## config.mk

```make
export PLATFORM = sky130hd
export DESIGN_NAME = fwd_hazard_unit
export DESIGN_NICKNAME = d
export VERILOG_FILES = /design/src/rtl/hazard_pkg.sv /design/src/rtl/fwd_src_match.sv /design/src/rtl/fwd_hazard_unit.sv
export SDC_FILE = /design/constraint.sdc
export NUM_CORES = 1
export LEC_CHECK = 0
export ABC_AREA = 1
export BUFFER_PORTS_ARGS = -buffer_cell sky130_fd_sc_hd__buf_4
export CORE_MARGIN = 1.5
export CORE_UTILIZATION = 52
export CTS_CLUSTER_DIAMETER = 30
export DETAILED_ROUTE_END_ITERATION = 16
export MAX_ROUTING_LAYER = met4
export PLACE_DENSITY = 0.89
export SKIP_CTS_REPAIR_TIMING = 1
export SLEW_MARGIN = 5
export SYNTH_ARGS = -nofsm -noshare
export SYNTH_HDL_FRONTEND = slang
export SYNTH_HIERARCHICAL = 1
export SYNTH_SLANG_ARGS = --single-unit
```

## constraint.sdc

```tcl
create_clock -name clk_i -period 1.6 [get_ports clk_i]
set_input_delay 0.24 -clock clk_i [delete_from_list [all_inputs] [get_ports clk_i]]
set_output_delay 0.24 -clock clk_i [all_outputs]
set_load 0.02 [all_outputs]
```

## src/rtl/hazard_pkg.sv

```systemverilog
// Shared types and defaults for the forwarding / load-use hazard unit.
package hazard_pkg;

    localparam int DEF_AW         = 5;
    localparam int DEF_NUM_SRC    = 2;
    localparam int DEF_DEPTH      = 3;
    localparam int DEF_LOAD_READY = 2;
    localparam int DEF_CNT_W      = 16;

    // Widest register address an entry can carry; narrower AW values are zero-extended.
    localparam int RD_MAX_W = 8;

    localparam int FWD_RF = 0;

    typedef struct packed {
        logic                valid;
        logic [RD_MAX_W-1:0] rd;
        logic                regwrite;
        logic                is_load;
    } stage_entry_t;

    localparam stage_entry_t BUBBLE = '0;

endpackage

```

## src/rtl/fwd_src_match.sv

```systemverilog
// Youngest-producer search for one source operand over the forwardable stages.
module fwd_src_match
    import hazard_pkg::*;
#(
    parameter int AW         = DEF_AW,
    parameter int DEPTH      = DEF_DEPTH,
    parameter int LOAD_READY = DEF_LOAD_READY,
    parameter int SEL_W      = $clog2(DEPTH)
) (
    input  stage_entry_t     stages [DEPTH],
    input  logic [AW-1:0]    rs,
    input  logic             rs_used,
    output logic             hit,
    output logic [SEL_W-1:0] sel,
    output logic             need_stall
);

    logic [RD_MAX_W-1:0] rs_ext;

    assign rs_ext = RD_MAX_W'(rs);

    // Walk oldest to youngest so the lowest matching index is the last writer.
    // The last stage is excluded: it writes the register file at this edge.
    always_comb begin
        hit        = 1'b0;
        sel        = SEL_W'(FWD_RF);
        need_stall = 1'b0;
        for (int j = DEPTH - 2; j >= 0; j--) begin
            if (stages[j].valid && stages[j].regwrite && (stages[j].rd != '0) &&
                (stages[j].rd == rs_ext) && rs_used) begin
                hit        = 1'b1;
                sel        = SEL_W'(j + 1);
                need_stall = stages[j].is_load && ((j + 1) < LOAD_READY);
            end
        end
    end

endmodule

```

## src/rtl/fwd_hazard_unit.sv

```systemverilog
// Forwarding-select and load-use hazard unit: tracks in-flight destinations
// from EX onward, registers per-source selects and inserts stall bubbles.
module fwd_hazard_unit
    import hazard_pkg::*;
#(
    parameter int AW         = DEF_AW,
    parameter int NUM_SRC    = DEF_NUM_SRC,
    parameter int DEPTH      = DEF_DEPTH,
    parameter int LOAD_READY = DEF_LOAD_READY,
    parameter int CNT_W      = DEF_CNT_W,
    parameter int SEL_W      = $clog2(DEPTH)
) (
    input  logic                     clk_i,
    input  logic                     rst_i,
    input  logic                     adv_i,
    input  logic                     flush_i,
    input  logic                     id_valid_i,
    input  logic [AW-1:0]            id_rd_i,
    input  logic                     id_regwrite_i,
    input  logic                     id_is_load_i,
    input  logic [NUM_SRC*AW-1:0]    id_rs_i,
    input  logic [NUM_SRC-1:0]       id_rs_used_i,
    output logic                     stall_o,
    output logic [NUM_SRC*SEL_W-1:0] fwd_sel_o,
    output logic                     ex_valid_o,
    output logic [CNT_W-1:0]         stall_cnt_o
);

    stage_entry_t stage_q [DEPTH];
    stage_entry_t id_entry;

    logic [NUM_SRC-1:0]       src_hit;
    logic [NUM_SRC-1:0]       src_stall;
    logic [NUM_SRC*SEL_W-1:0] src_sel;
    logic [NUM_SRC*SEL_W-1:0] next_sel;
    logic                     stall;

    for (genvar s = 0; s < NUM_SRC; s++) begin : g_src
        fwd_src_match #(
            .AW         (AW),
            .DEPTH      (DEPTH),
            .LOAD_READY (LOAD_READY),
            .SEL_W      (SEL_W)
        ) u_match (
            .stages     (stage_q),
            .rs         (id_rs_i[s*AW +: AW]),
            .rs_used    (id_rs_used_i[s]),
            .hit        (src_hit[s]),
            .sel        (src_sel[s*SEL_W +: SEL_W]),
            .need_stall (src_stall[s])
        );
    end

    // A flushed ID instruction never reaches EX, so it cannot be made to wait.
    assign stall   = (|src_stall) && !flush_i;
    assign stall_o = stall;

    always_comb begin
        id_entry          = BUBBLE;
        id_entry.valid    = id_valid_i && !flush_i;
        id_entry.rd       = RD_MAX_W'(id_rd_i);
        id_entry.regwrite = id_regwrite_i;
        id_entry.is_load  = id_is_load_i;
    end

    always_comb begin
        next_sel = '0;
        for (int s = 0; s < NUM_SRC; s++) begin
            next_sel[s*SEL_W +: SEL_W] = src_hit[s] ? src_sel[s*SEL_W +: SEL_W] : SEL_W'(FWD_RF);
        end
        if (flush_i || !id_valid_i) begin
            next_sel = '0;
        end
    end

    // NOTE: the entry array is reset because its valid bits gate every match;
    // non-blocking updates let the shift read the pre-edge value of each stage.
    always_ff @(posedge clk_i or posedge rst_i) begin
        if (rst_i) begin
            for (int k = 0; k < DEPTH; k++) begin
                stage_q[k] <= BUBBLE;
            end
            fwd_sel_o   <= '0;
            stall_cnt_o <= '0;
        end else if (adv_i) begin
            for (int k = DEPTH - 1; k > 0; k--) begin
                stage_q[k] <= stage_q[k-1];
            end
            if (stall) begin
                stage_q[0] <= BUBBLE;
                fwd_sel_o  <= '0;
                if (stall_cnt_o != '1) begin
                    stall_cnt_o <= stall_cnt_o + CNT_W'(1);
                end
            end else begin
                stage_q[0] <= id_entry;
                fwd_sel_o  <= next_sel;
            end
        end
    end

    assign ex_valid_o = stage_q[0].valid;

endmodule

```

==> impl_metrics.env, run 1 <==
export IMPL_grt_pass1_wl_um=10510
export IMPL_critPathBufInv=3
export IMPL_crit_family="simple AND/OR/NAND/NOR gates"
export IMPL_r2r_slack_ns=-0.37
export IMPL_synth_area_um2=2521
export IMPL_drtIter0Drc=208
export IMPL_postRouteAntennaNets=0
export IMPL_grt_max_degree=36
export IMPL_rr_endpoint="stage_q[23]"
export IMPL_ys_warn_count=6
export IMPL_grt_pass1_vias=2454
export IMPL_clock_root_buffer="clkbuf_8"
export IMPL_antenna_found_initial=0
export IMPL_clock_latency_ns=0.29
export IMPL_power_density_nw_per_um2=579.4
export IMPL_multi_input_area_um2=1446
export IMPL_hp_class="input pin to asynchronous set/reset pin"
export IMPL_fin_ws_ns=-0.4173
export IMPL_port_buffers=45
export IMPL_initial_core_util_pct=53.73
export IMPL_reg2reg_from="stage_q[26]"
export IMPL_cap_viol_max_count=0
export IMPL_rsz0062_at_grt="true"
export IMPL_clk_pin_slew_ns=0.08
export IMPL_path_class="flip-flop to output port"
export IMPL_n_antenna_cell=0
export IMPL_crit_path_start_kind="flip-flop"
export IMPL_finalCritPeriodShare_pct=126.1
export IMPL_p_leak_nw=1.966
export IMPL_violations="negative setup slack"
export IMPL_maxSlewViolCount=0
export IMPL_max_stage_delay_ns=0.47
export IMPL_cts_sinks=35
export IMPL_tritoncts="done"
export IMPL_critPathRequiredTime_ns=1.36
export IMPL_drive_gt1_share_pct=30.06
export IMPL_die_w_um=72.63
export IMPL_grt_usage_pct=26.13
export IMPL_arrival_ns=1.78
export IMPL_syn_inst=422
export IMPL_max_freq_ghz=0.4957
export IMPL_fin_util_pct=73.97
export IMPL_clk_path_buf_depth=2
export IMPL_drc=0
export IMPL_min_period_ns=2.017
export IMPL_numCtsBuffers=5
export IMPL_path_cells="nand2_2 > nand2_2 > inv_2 > nand2_2 > nor2_2 > nand3_2 > nor2_2 > nor2_2 > buf_6 > nor2_4 > buf_6"
export IMPL_fp_dieH_um=72.63
export IMPL_nFillCells=335
export IMPL_critPathMaxFanout=7
export IMPL_syn_avg_cell_area_um2=5.974
export IMPL_holdWs_ns=0.04371
export IMPL_dieArea_um2=5275
export IMPL_final_hold_viol_count=0
export IMPL_seq_area_um2=880.8
export IMPL_drtPass1Iterations=5
export IMPL_boundaryPins=46
export IMPL_routed_wl_um=7092
export IMPL_dpl_hpwl_um=4852
export IMPL_vdd_drop_max_mv=0.4933
export IMPL_area_growth_synth_to_final_pct=37.67
export IMPL_fin_skew_ns=0.01041
export IMPL_h_tree_depth=2
export IMPL_rows=25
export IMPL_vias=2834
export IMPL_fin_nets=543
export IMPL_wl_per_cell_um=12.38
export IMPL_gp_congestion=0.9976
export IMPL_setup_viol=29
export IMPL_rr_worst_depth=15
export IMPL_cpMaxStageDelayCell="dfrtp_2"
export IMPL_status="finished, violations left"
export IMPL_grt_overflow=0
export IMPL_coreArea_um2=4692
export IMPL_viasPerCell=4.946
export IMPL_endpoint_kind="output port"
==> through the flow <==
stage / area, µm² / std cells / total power, mW / TNS [ns] / setup WS, ns
after floorplan: 2589 / 439 / 1.203 / -0.7452 / -0.09778
after global placement: 3152 / 557 / 1.344 / -2.832 / -0.1704
after detailed placement: 3152 / 557 / 1.355 / -5.117 / -0.2560
after CTS: 3237 / 565 / 1.989 / -6.050 / -0.4946
after global routing: 3471 / 573 / 2.113 / -10.99 / -0.4884
final: 3471 / 573 / 2.011 / -7.969 / -0.4173
==> tightest hold or removal path, delay by kind of cell <==
family,cells,cell delay [ns]
buffers and inverters,3,0.54
==> sequential cells by signal, indices dropped and copies added, names as in the netlist <==
name / count
stall_cnt_o: 16
stage_q: 14
fwd_sel_o: 4
ex_valid_o: 1
==> routing by layer <==
layer | global-route usage, % | routed length (µm)
met1 | 35.11 | 2994
met5 | - | 0
met3 | 3.867 | 478
met2 | 40.16 | 3474
met4 | 9.853 | 144
==> report_power, final <==
| group | leakage (nW) | total (mW) | internal, mW | switching, mW |
|---|---|---|---|---|
| Clock | 0.0412 | 0.639 | 0.304 | 0.335 |
| Combinational | 1.50 | 0.382 | 0.166 | 0.215 |
| Sequential | 0.429 | 0.990 | 0.925 | 0.0653 |
==> worst max-delay path by stage <==
| stage | start | to | slack [ns] | cells past startpoint |
|---|---|---|---|---|
| floorplan | ex_valid_o | stall_cnt_o[13] | -0.1 | 16 |
| global route | stage_q[27] | stall_o | -0.49 | 11 |
| CTS | stage_q[27] | stall_o | -0.49 | 12 |
| global placement | stage_q[25] | stall_cnt_o[15] | -0.17 | 16 |
| detailed placement | stage_q[27] | stall_cnt_o[15] | -0.26 | 16 |
| finish | stage_q[27] | stall_o | -0.42 | 11 |
==> layout make-up <==
class	count	share of cell area, %
sequential	35	25.38
clock inverter	2	0.3605
inverter	92	10.17
multi-input combinational	304	41.67
timing repair buffer	80	18.38
clock buffer	6	2.091
tap	54	1.947
==> cells in the final DEF, fill, tap and decap left out, types with 2 or more instances in the layout <==
cell type and n:
nor2_4 3, o21ai_1 7, nand2_4 3, nor2_2 11, inv_2 12, xor2_1 4, buf_4 70, nand3_1 17
dfrtp_1 31, o21ai_0 10, nand2_1 138, dfrtp_2 4, o22ai_1 4, o21ai_2 5, buf_6 10, clkbuf_8 5
inv_1 78, nand3b_1 2, conb_1 18, nand4_1 8, nand3_2 4, nand2_2 24, nor2_1 44
Power figures use the tool's default switching activity.
==> run 2, diff against run 1 <==
CORE_UTILIZATION = 53   (was 52)
CTS_BUF_LIST = sky130_fd_sc_hd__clkbuf_8   (was default)
CTS_CLUSTER_DIAMETER = 150   (was 30)
PLACE_DENSITY = 0.91   (was 0.89)
RECOVER_POWER = 100   (was default)
==> impl_metrics.env, run 2 (synthesis results as in run 1) <==
export IMPL_rr_endpoint="stall_cnt_o[5]"
export IMPL_nFillCells=386
export IMPL_drtPass1Iterations=5
export IMPL_n_antenna_cell=0
export IMPL_drc=0
export IMPL_cts_sinks=35
export IMPL_violations="negative setup slack"
export IMPL_die_w_um=71.97
export IMPL_dpl_hpwl_um=4913
export IMPL_final_common_cell="nand2_1"
export IMPL_fin_ws_ns=-0.4108
export IMPL_h_tree_depth=2
export IMPL_grt_usage_pct=26.66
export IMPL_status="finished, violations left"
export IMPL_power_mw=1.962
export IMPL_fin_skew_ns=0.006011
export IMPL_drive_gt1_share_pct=24.85
export IMPL_wl_per_cell_um=11.74
export IMPL_worstHoldPathCells=3
export IMPL_grt_overflow=0
export IMPL_postRouteAntennaNets=0
export IMPL_fin_nets=541
export IMPL_routed_wl_um=6655
export IMPL_instances_no_fill=567
export IMPL_cap_viol_max_count=0
export IMPL_grt_pass1_vias=2336
export IMPL_area_growth_synth_to_final_pct=31.96
export IMPL_tightestPinTransition_ns=0.8591
export IMPL_reg2reg_from="stage_q[27]"
export IMPL_path_class="flip-flop to output port"
export IMPL_p_leak_nw=1.927
export IMPL_endpoint_kind="output port"
export IMPL_tritoncts="done"
export IMPL_coreArea_um2=4474
export IMPL_r2r_slack_ns=-0.37
export IMPL_top_regs="stall_cnt_o: 16 flops, stage_q: 14 flops, fwd_sel_o: 4 flops"
export IMPL_rows=24
export IMPL_finalCritPeriodShare_pct=125.7
export IMPL_vdd_drop_max_mv=0.6363
export IMPL_multi_input_area_um2=1355
export IMPL_critPathMaxFanout=7
export IMPL_maxSlewViolCount=0
export IMPL_dieArea_um2=5180
export IMPL_initial_core_util_pct=56.35
export IMPL_clk_pin_slew_ns=0.07
export IMPL_clk_path_buf_depth=2
export IMPL_grt_pass1_wl_um=10350
export IMPL_fp_dieH_um=71.97
export IMPL_holdPathEnd="stage_q[24]"
export IMPL_seq_area_um2=882.1
export IMPL_min_period_ns=2.011
export IMPL_hp_class="input pin to flip-flop"
export IMPL_rr_worst_depth=15
export IMPL_hp_start="id_rd_i[0]"
export IMPL_port_buffers=45
export IMPL_final_hold_viol_count=0
export IMPL_rsz0062_at_grt="true"
export IMPL_boundaryPins=46
export IMPL_arrival_ns=1.77
export IMPL_setup_viol=29
export IMPL_largest_register_ffs=16
export IMPL_final_cell_mix="nand2_1, inv_1, buf_4"
export IMPL_vias=2745
export IMPL_power_density_nw_per_um2=589.8
export IMPL_drtIter0Drc=160
export IMPL_crit_path_start_kind="flip-flop"
export IMPL_grt_max_degree=36
export IMPL_gp_congestion=0.9222
export IMPL_clock_root_buffer="clkbuf_8"
export IMPL_numCtsBuffers=5
export IMPL_max_freq_ghz=0.4973
export IMPL_largest_register="stall_cnt_o"
export IMPL_clock_latency_ns=0.29
export IMPL_fin_setup_tns_ns=-7.712
export IMPL_viasPerCell=4.841
export IMPL_dp_cells=556
export IMPL_antenna_found_initial=0
export IMPL_slew_headroom_pct=42.73
export IMPL_fin_util_pct=74.36
export IMPL_critPathRequiredTime_ns=1.36
==> run 2: changes by cell type in the layout (fill, tap and decap cells not counted), moves of 3 or more <==
cell / delta
o21ai_1: -4
buf_6: -4
nand2_2: -12
nand2_1: +15
o21ai_0: +5
nand3_1: +3
nand2_4: -3
nor2_1: +3
==> run 2: through the flow <==
stage               instance area (µm²)  hold WS [ns]  worst slack (ns)
floorplan                          2589        0.3901          -0.09778
global placement                   3157        0.3749           -0.1868
detailed placement                 3157        0.3785           -0.3050
CTS                                3233       0.06783           -0.4670
global route                       3327        0.2025           -0.5443
finish                             3327        0.1906           -0.4108
==> run 2: power by group <==
group          switching, mW  leakage [nW]  internal [mW]
Sequential            0.0608         0.428          0.926
Combinational          0.210          1.46          0.161
Clock                  0.316        0.0361          0.289
Total                  0.587          1.93           1.38
==> run 2: metal layers <==
metal | global-route usage [%] | vias to the layer above | routed length, µm
met3 | 5.139 | 8 | 401
met2 | 42.49 | 97 | 3180
met4 | 7.757 | 0 | 85
met1 | 34.90 | 1227 | 2987
li1 | - | 1413 | -
met5 | - | - | 0
==> run 2: how the worst max path moves through the flow <==
stage	cells after the start	to	slack, ns	from
6_report	12	stall_o	-0.41	stage_q[27]
5_1_grt	10	stall_o	-0.54	stage_q[26]
4_1_cts	12	stall_o	-0.47	stage_q[25]
3_5_place_dp	15	stall_cnt_o[4]	-0.30	stage_q[25]
3_3_place_gp	16	stall_cnt_o[15]	-0.19	stage_q[25]
2_1_floorplan	16	stall_cnt_o[13]	-0.1	ex_valid_o
==> run 2: worst max-delay path, stage by stage, from the launching register on <==
cell and delay, ns:
dfrtp_2 0.44, inv_1 0.05, nand2_1 0.05, nand2_1 0.07, inv_1 0.05, nand2_1 0.04, nor2_1 0.10, nand3_1 0.11
nor2_1 0.14, nor2_2 0.08, buf_6 0.13, nor2_4 0.10, buf_6 0.13
==> run 2: final cells by class <==
class / instances / area share, %
Clock buffer: 5 / 2.068
Clock inverter: 1 / 0.2256
Inverter: 92 / 10.53
Multi-Input combinational cell: 304 / 40.73
Sequential cell: 35 / 26.51
Tap cell: 52 / 1.956
Timing Repair Buffer: 78 / 17.98
==> run 3, diff against run 2 <==
BUFFER_PORTS_ARGS = default   (was -buffer_cell sky130_fd_sc_hd__buf_4)
CORE_UTILIZATION = 59   (was 53)
CTS_BUF_LIST = sky130_fd_sc_hd__clkbuf_4   (was sky130_fd_sc_hd__clkbuf_8)
DONT_BUFFER_PORTS = 1   (was default)
PLACE_DENSITY = 0.9   (was 0.91)
SYNTH_HIERARCHICAL = default   (was 1)
==> impl_metrics.env, run 3 <==
export IMPL_status="finished, violations left"
export IMPL_violations="negative setup slack"
export IMPL_rows=22
export IMPL_vias=2311
export IMPL_power_internal_mw=1.362
export IMPL_cap_viol_max_count=0
export IMPL_power_density_nw_per_um2=685.8
export IMPL_dpl_hpwl_um=4245
export IMPL_synth_commonest_cells="nand2_1, inv_1, dfrtp_1, nor2_1, nand3_1"
export IMPL_ys_ff_latch=35
export IMPL_wl_per_cell_um=14.91
export IMPL_synth_net_count=351
export IMPL_switching_share_pct=28.97
export IMPL_fin_nets=398
export IMPL_power_mw=1.917
export IMPL_area_growth_synth_to_final_pct=25.51
export IMPL_largest_register="stall_cnt_o"
export IMPL_final_cell_mix="nand2_1, inv_1, dfrtp_1"
export IMPL_setup_viol=29
export IMPL_rsz0062_at_grt="true"
export IMPL_synth_area_top_cells="dfrtp_1, nand2_1, inv_1"
export IMPL_largest_register_ffs=16
export IMPL_grt_pass1_wl_um=9273
export IMPL_syn_avg_cell_area_um2=6.832
export IMPL_tightestPinTransition_ns=0.9037
export IMPL_coreArea_um2=3633
export IMPL_p_clk_share_pct=34.8
export IMPL_min_period_ns=1.959
export IMPL_dpl_cell_area_um2=2539
export IMPL_fin_area_um2=2795
export IMPL_numCtsBuffers=5
export IMPL_fp_dieH_um=64.44
export IMPL_routed_wl_um=6294
export IMPL_synth_top_area_share_pct=39.33
export IMPL_critPathLaunch="stage_q[25]"
export IMPL_critPathRequiredTime_ns=1.36
export IMPL_rr_endpoint="stall_cnt_o[4]"
export IMPL_synth_top_cell_by_area="dfrtp_1"
export IMPL_place_ws_ns=-0.1575
export IMPL_holdWs_ns=0.005316
export IMPL_clock_latency_ns=0.36
export IMPL_grt_usage_pct=30.13
export IMPL_hp_class="input pin to flip-flop"
export IMPL_synth_seq_area_share_pct=39.33
export IMPL_antenna_found_initial=0
export IMPL_crit_path_start_kind="flip-flop"
export IMPL_synth_most_common_cell="nand2_1"
export IMPL_reg2reg_from="stage_q[25]"
export IMPL_drtPass1Iterations=4
export IMPL_vdd_drop_max_mv=0.6396
export IMPL_grt_overflow=0
export IMPL_endpoint_kind="output port"
export IMPL_arrival_ns=1.72
export IMPL_p_seq_share_pct=50.3
export IMPL_combinationalPowerShare_pct=14.9
export IMPL_cts_sinks=35
export IMPL_async_flop_share_pct=100.0
export IMPL_postRouteAntennaNets=0
export IMPL_max_freq_ghz=0.5104
export IMPL_synth_main_ff_cell="dfrtp_1"
export IMPL_initial_core_util_pct=61.29
export IMPL_h_tree_depth=2
export IMPL_boundaryPins=46
export IMPL_ys_warn_count=0
export IMPL_final_common_cell="nand2_1"
export IMPL_drc=0
export IMPL_p_switching_mw=0.5554
export IMPL_grt_max_degree=36
export IMPL_hp_start="id_rd_i[2]"
export IMPL_maxSlewViolCount=0
export IMPL_tritoncts="done"
export IMPL_drive_gt1_share_pct=22.73
export IMPL_n_antenna_cell=0
export IMPL_port_buffers=0
export IMPL_clk_pin_slew_ns=0.12
export IMPL_synthDistinctLibCells=30
export IMPL_cp_endpoint="stall_o"
export IMPL_slew_headroom_pct=39.75
export IMPL_rr_worst_depth=12
export IMPL_r2r_slack_ns=-0.23
export IMPL_dieArea_um2=4153
export IMPL_synth_edf_count=0
export IMPL_drtIter0Drc=170
export IMPL_fin_ws_ns=-0.3592
export IMPL_grt_pass1_vias=2132
export IMPL_clock_root_buffer="clkbuf_4"
export IMPL_die_w_um=64.44
export IMPL_synth_area_um2=2227
export IMPL_viasPerCell=5.476
export IMPL_critPathMaxFanout=6
export IMPL_final_hold_viol_count=0
export IMPL_fin_skew_ns=0.01280
export IMPL_top_regs="stall_cnt_o: 16 flops, stage_q: 14 flops, fwd_sel_o: 4 flops"
export IMPL_p_leak_nw=1.324
export IMPL_finalCritPeriodShare_pct=122.4
export IMPL_nFillCells=283
export IMPL_syn_inst=326
export IMPL_path_class="flip-flop to output port"
export IMPL_gp_congestion=0.9467
export IMPL_clk_path_buf_depth=2
## run 3: final cells by class
cell class	count	area (µm²)	share of cell area, %
inverters	52	198.9	7.117
clock inverters	3	43.79	1.567
multi-input cells	234	1264	45.21
repair buffers	45	310.3	11.10
clock buffers	5	37.54	1.343
well taps	48	60.06	2.149
flip-flops and latches	35	880.8	31.51
## run 3: worst min path at each step
stage / end / slack [ns] / cells after the start
2_1_floorplan: ex_valid_o / 0.39 / 1
3_3_place_gp: stage_q[21] / 0.26 / 2
3_5_place_dp: stage_q[12] / 0.27 / 2
4_1_cts: fwd_sel_o[1] / -0.13 / 2
5_1_grt: stage_q[14] / 0.002 / 2
6_report: stage_q[26] / 0.005 / 2
## run 3: routing by layer
| layer | GRT usage [%] | wire (µm) | up-vias |
|---|---|---|---|
| met2 | 51.43 | 3359 | 90 |
| met1 | 33.94 | 2384 | 1080 |
| met5 | - | 0 | - |
| li1 | - | - | 1124 |
| met3 | 7.813 | 398 | 17 |
| met4 | 11.97 | 151 | 0 |
## run 3: cell families (layout without fill, tap and decap cells)
group	Yosys count	after routing	synth area share (%)
AND/OR/NAND/NOR	186	186	36.97
XOR/XNOR	6	6	2.360
buffers and inverters	57	105	9.944
adder cells (fa/ha/maj)	1	1	0.5617
flip-flops	35	35	39.33
AO/OA/AOI/OAI	41	41	10.84
## run 3: power by group through the flow
stage	combinational [mW]	sequential, mW	clock (mW)
after floorplan	0.177	0.973	0
after global placement	0.231	0.978	0
after detailed placement	0.236	0.980	0
after CTS	0.238	0.962	0.669
after global routing	0.319	0.969	0.708
final	0.286	0.964	0.666
## run 3: worst max-delay path: stages (launching register included)
cell and delay (ns):
dfrtp_2 0.47, inv_2 0.07, nand2_2 0.07, and2_4 0.13, nand2_2 0.05, nor2_2 0.11
nand3_2 0.13, a21boi_2 0.19, buf_6 0.14
## run 3: per-stage QoR
stage               cells  setup TNS [ns]  util [%]
floorplan             326               0         -
global placement      403         -0.3489     69.87
detailed placement    403          -1.059     69.87
CTS                   411          -1.908     72.11
global route          422          -7.175     76.93
finish                422          -4.307     76.93
